==> src/rtl/free_list_pkg.sv <==
// Shared sizing and tag types for the rename free list.
package free_list_pkg;
    localparam int NUM_PR  = 64;
    localparam int NUM_ROB = 32;
    localparam int NUM_FL  = NUM_PR - 32;

    typedef logic [$clog2(NUM_PR)-1:0] T_idx_t;
    typedef logic [$clog2(NUM_FL):0]   FL_PTR_t;
endpackage

==> src/rtl/free_list.sv <==
// Circular free list of physical register tags with per-ROB-slot head
// checkpoints so a mispredicted branch can restore the head pointer.
module free_list #(
    parameter int NUM_PR  = free_list_pkg::NUM_PR,
    parameter int NUM_ROB = free_list_pkg::NUM_ROB,
    parameter int NUM_FL  = NUM_PR - 32
) (
    input  logic                       clock,
    input  logic                       reset,
    input  logic                       en,
    input  logic                       dispatch_en,
    input  logic [$clog2(NUM_ROB)-1:0] ROB_tail_idx,
    input  logic                       retire_en,
    input  logic [$clog2(NUM_PR)-1:0]  retire_T_old,
    input  logic                       rollback_en,
    input  logic [$clog2(NUM_ROB)-1:0] ROB_rollback_idx,
    output logic [$clog2(NUM_PR)-1:0]  T_idx,
    output logic                       free_valid,
    output logic [$clog2(NUM_FL):0]    free_count
);
    import free_list_pkg::*;

    localparam int TAG_W = $clog2(NUM_PR);
    localparam int IDX_W = $clog2(NUM_FL);
    localparam int PTR_W = IDX_W + 1;

    logic [TAG_W-1:0] fl_buf_q [NUM_FL];
    logic [TAG_W-1:0] fl_buf_d [NUM_FL];
    logic [PTR_W-1:0] chkpt_q  [NUM_ROB];
    logic [PTR_W-1:0] chkpt_d  [NUM_ROB];
    logic [PTR_W-1:0] head_q, head_d;
    logic [PTR_W-1:0] tail_q, tail_d;
    logic             full;

    assign free_count = tail_q - head_q;
    assign free_valid = (free_count != '0);
    assign full       = (free_count == PTR_W'(NUM_FL));
    assign T_idx      = fl_buf_q[head_q[IDX_W-1:0]];

    // Rollback wins over dispatch for the head; retire only moves the tail,
    // so the two are independent and may both happen in one cycle.
    always_comb begin
        fl_buf_d = fl_buf_q;
        chkpt_d  = chkpt_q;
        head_d   = head_q;
        tail_d   = tail_q;
        if (en) begin
            if (rollback_en) begin
                head_d = chkpt_q[ROB_rollback_idx];
            end else if (dispatch_en && free_valid) begin
                head_d                = head_q + 1'b1;
                chkpt_d[ROB_tail_idx] = head_q + 1'b1;
            end
            if (retire_en && !full) begin
                fl_buf_d[tail_q[IDX_W-1:0]] = retire_T_old;
                tail_d                      = tail_q + 1'b1;
            end
        end
    end

    always_ff @(posedge clock) begin
        if (reset) begin
            for (int i = 0; i < NUM_FL; i++) begin
                fl_buf_q[i] <= TAG_W'(32 + i);
            end
            for (int i = 0; i < NUM_ROB; i++) begin
                chkpt_q[i] <= '0;
            end
            head_q <= '0;
            tail_q <= {1'b1, {IDX_W{1'b0}}};
        end else begin
            fl_buf_q <= fl_buf_d;
            chkpt_q  <= chkpt_d;
            head_q   <= head_d;
            tail_q   <= tail_d;
        end
    end

    // Retiring into a full list means a tag was freed twice upstream.
    a_no_retire_when_full: assert property (
        @(posedge clock) disable iff (reset) !(en && retire_en && full)
    );

endmodule

==> config.mk <==
export PLATFORM = sky130hd
export DESIGN_NAME = free_list
export DESIGN_NICKNAME = d
export VERILOG_FILES = /design/src/rtl/free_list_pkg.sv /design/src/rtl/free_list.sv
export SDC_FILE = /design/constraint.sdc
export NUM_CORES = 1
export LEC_CHECK = 0
export ABC_AREA = 1
export CAP_MARGIN = 20
export CORE_MARGIN = 2
export CORE_UTILIZATION = 40
export CTS_CLUSTER_DIAMETER = 200
export DETAILED_ROUTE_END_ITERATION = 12
export GPL_TIMING_DRIVEN = 0
export PLACE_DENSITY = 0.54
export SLEW_MARGIN = 10
export SYNTH_ARGS = -nofsm -noshare
export SYNTH_HDL_FRONTEND = slang
export SYNTH_SLANG_ARGS = --single-unit
==> constraint.sdc <==
create_clock -name clock -period 2.8 [get_ports clock]
set_input_delay 0.28 -clock clock [delete_from_list [all_inputs] [get_ports clock]]
set_output_delay 0.28 -clock clock [all_outputs]
set_load 0.005 [all_outputs]
==> results of run 1 <==
-- cell families after synthesis --
family,count (synthesis)
AOI/OAI and AO/OA,401
and+or+nand+nor,1750
DFF,396
adders and majority gates,11
buffers and inverters,517
xor gates and xnor gates,4
-- per-layer routing --
metal,GRT usage,wire length [µm],vias to the layer above
met5,0,0,-
met4,0.102,2880,0
met3,0.0804,9260,197
met2,0.427,33400,1036
met1,0.442,37100,10082
li1,-,-,10109
-- cell type report --
class,count,area (µm²),share of cell area
multi-input cells,2166,10700,0.428
flip-flops and latches,396,7950,0.319
plain buffers,219,1730,0.0694
clock buffers,73,1410,0.0564
inverters,296,1140,0.0459
repair buffers,92,996,0.0400
well taps,672,841,0.0338
clock inverters,14,188,0.00754
diodes,1,2.50,0.000100
-- worst min path at each step --
stage	slack [ns]	from	endpoint	depth (start not counted)
2_1_floorplan	0.44	fl_buf_q[6]$_SDFFE_PP0P_	fl_buf_q[6]$_SDFFE_PP0P_	2
5_1_grt	0.22	retire_T_old[3]	fl_buf_q[177]$_SDFFE_PP0P_	3
3_5_place_dp	0.45	fl_buf_q[6]$_SDFFE_PP0P_	fl_buf_q[6]$_SDFFE_PP0P_	2
3_3_place_gp	0.45	fl_buf_q[30]$_SDFFE_PP0P_	fl_buf_q[30]$_SDFFE_PP0P_	2
4_1_cts	0.19	retire_T_old[3]	fl_buf_q[177]$_SDFFE_PP0P_	3
6_report	0.23	rollback_en	head_q[2]$_SDFFE_PP0P_	5
-- metrics by stage --
stage | std cells | hold slack, ns | worst slack, ns | TNS (ns)
final | 3929 | 0.227 | -0.139 | -0.265
after global placement | 3776 | 0.450 | -1.02 | -239.48
after CTS | 3901 | 0.194 | -0.0983 | -0.426
after detailed placement | 3776 | 0.454 | -0.983 | -252.23
after global routing | 3928 | 0.224 | -0.202 | -6.86
after floorplan | 3079 | 0.439 | 0.377 | 0
-- registers in the layout, summed over array words and instances, names as in the netlist --
name      cells
head_q        6
fl_buf_q    192
chkpt_q     192
tail_q        6
-- synth_stat cells --
cell type,number
o21ai_1,9
buf_4,33
inv_2,5
dfxtp_1,396
nand2_2,1
or2_2,2
or2_0,1
ha_1,10
nor3_1,3
o221ai_1,11
nor2_1,529
o22ai_1,23
nand4_2,25
fa_1,1
o31ai_1,2
buf_2,27
nand2_4,3
inv_1,286
buf_1,26
o21ai_0,143
nand3b_1,1
xor2_1,4
clkinv_1,5
o211ai_1,125
nand2_1,857
clkbuf_1,126
a21oi_1,88
nor2_4,1
nand3_1,292
nand4_1,14
buf_6,9
nand3_2,21
-- power groups by stage --
stage	clock network [mW]	registers [mW]	logic [mW]
after floorplan	0	5.81	0.963
after global placement	0	5.82	1.76
after detailed placement	0	5.82	1.77
after CTS	6.46	5.70	2.09
after global routing	6.73	5.70	2.47
final	6.41	5.70	2.38
-- critical path, stage by stage, from the launching register on --
cell,delay (ns)
dfxtp_4,0.37
buf_8,0.14
inv_8,0.04
buf_8,0.13
clkbuf_16,0.15
nor2_4,0.07
o22ai_2,0.07
o211ai_1,0.51
nand3_1,0.22
o21ai_2,0.20
inv_1,0.05
buf_2,0.12
-- layout by cell type, fill, tap and decap left out, types with 7 or more instances in the layout --
master	count
nand2_1	844
nor2_1	519
dfxtp_1	390
inv_1	281
nand3_1	268
o211ai_1	125
o21ai_0	108
clkbuf_1	104
a21oi_1	74
clkbuf_16	67
buf_6	47
buf_4	45
o21ai_1	31
buf_1	25
nand3_2	23
nand3_4	22
clkbuf_8	21
buf_2	19
o22ai_1	18
a21oi_2	14
nand2_2	14
nand4_1	14
nand4_2	14
clkdlybuf4s50_1	14
o21ai_2	13
buf_12	12
buf_8	12
nand4_4	11
clkbuf_2	8
nor2_2	7
o221ai_1	7
ha_1	7
clkinv_2	7
-- timing repair --
action / 4_1_cts / 5_1_grt
resized for setup: 215 / 235
pin swaps: 35 / 45
cloned: 5 / 13
setup endpoints to repair: 407 / 172
hold endpoints to repair: 0 / 0
setup buffers: 33 / 17
==> flow_summary_export.csv, run 1 <==
group,metric,value,unit
yosys,synth.area.top_cells,"dfxtp_1 40%, nand2_1 16%, nor2_1 9.9%, nand3_1 7.3%, inv_1 5.4%",
grt,antenna_found_initial,1,
worst_setup_path,cp-endpoint,"T_idx[5]",
clock_tree,cts_tree,"done",
pwr,cellPowerDensity,582,nW/µm²
worst_setup_path,reg2reg_slack,0.02,ns
yosys,syn_avg_cell_area,6.51,µm²
yosys,synth-xor-area-share,0.00175,
worst_setup_path,crit_arrival,2.66,ns
cells_and_area,drive_gt1_frac,0.126,
yosys,synth-compound-area-share,0.120,
worst_setup_path,timing.rr.end,"chkpt_q[8]$_SDFFE_PP0P_",
grt,overflow,0,
route,vias,21424,
pwr,total_power,14.5,mW
floorplan,pin_count,35,
worst_setup_path,cp-start-kind,"register",
pwr,p_int,10.3,mW
cells_and_area,area_delta_synth_final,24.3,%
cells_and_area,stdcell_area,24900,µm²
floorplan,die_area,51900,µm²
timing,maxSlewViolCount,0,
status,violations,"capacitance limit, setup timing",
timing,slew_headroom,0.00731,
grt,grt_max_degree,13,
route,ant_nets,0,
clock_tree,cts_root_buf,"clkbuf_16",
pwr,seqPwrFrac,0.393,
worst_setup_path,crit_type,"register to primary output",
worst_setup_path,r2r-start,"head_q[0]$_SDFFE_PP0P_",
clock_tree,ctsHoldBuffers,0,
clock_tree,clockBufferDepth,3,
clock_tree,cts_inserted_buffers,47,
yosys,synth_top_family_by_area,"simple AND/OR/NAND/NOR gates",
worst_setup_path,cp.required,2.52,ns
yosys,synth_area_leader_cell,"dfxtp_1",
yosys,synth_top_area_frac,0.396,
yosys,syn_inst,3079,
yosys,synth_nets,3112,
yosys,syn_area,20000,µm²
floorplan,num_rows,82,
floorplan,fp.dieH,228,µm
clock_tree,clkSinkCount,396,
pwr,power.leakage,11.4,nW
route,post-route-drc-count,0,
grt,grt_pass1_vias,19286,
run,cap_violations,1,
pwr,ir_worst_vdd,0.498,mV
timing,final_hold_viol_count,0,
pwr,switching_share,0.292,
place,post-dp-hpwl,55.6,mm
yosys,yosys.area_share.simple,0.368,
yosys,synth-adder-area-share,0.00724,
timing,worst_pin_slew,1.49,ns
place,portBuffers,25,
clock_tree,cts_max_level,2,
grt,grt_pass1_wl,120,mm
place,place_area,21100,µm²
pwr,combPwrFrac,0.164,
status,run_status,"finished with violations",
cells_and_area,post-route-util,0.500,
route,routedWlPerCell,21.0,µm
grt,grt_usage,0.303,
route,drtIter0Drc,2699,
yosys,yosysSeqAreaShare,0.396,
timing,fin_ws,-0.139,ns
yosys,synth-warning-count,0,
timing,period_needed,2.94,ns
timing,setup_viol,3,
pwr,p_sw,4.23,mW
yosys,muxShareOfSynthArea,0,
cells_and_area,fin_nets,3251,
route,vias_per_cell,5.45,
timing,rsz0062_at_grt,"true",
route,drt-total-wl,82.6,mm
cells_and_area,num-fill-cells,5009,
place,gp_congestion,0.983,
yosys,synth_cell_type_count,32,
worst_setup_path,rr_worst_depth,16,
floorplan,start_util,0.403,
clock_tree,insertion_delay,0.60,ns
timing,fin_crit_sh,1.05,
timing,maxClockFrequency,0.340,GHz
clock_tree,path_clk_slew,0.06,ns
yosys,synth-seq-cells,396,
pwr,power_frac_clock,0.443,
floorplan,core-area,49800,µm²
route,drtPass1Iterations,9,
floorplan,fp.dieW,228,µm
timing,clock_skew,0.0250,ns
hold_path,hold_class,"primary input to register",
worst_setup_path,endpoint_kind,"primary output",
worst_setup_path,crit_start,"head_q[0]$_SDFFE_PP0P_",
worst_setup_path,path_max_fanout,5,
Power figures use the tool's default switching activity.
==> inputs of run 2 (changes only) <==
--- a/config.mk
+++ b/config.mk
@@ -6,7 +6,7 @@
 export NUM_CORES = 1
 export LEC_CHECK = 0
 export ABC_AREA = 1
-export CAP_MARGIN = 20
+export CAP_MARGIN = 25
 export CORE_MARGIN = 2
 export CORE_UTILIZATION = 40
 export CTS_CLUSTER_DIAMETER = 200
==> results of run 2 <==
Same layout as run 1: the final DEF is identical, and so are final timing and power.
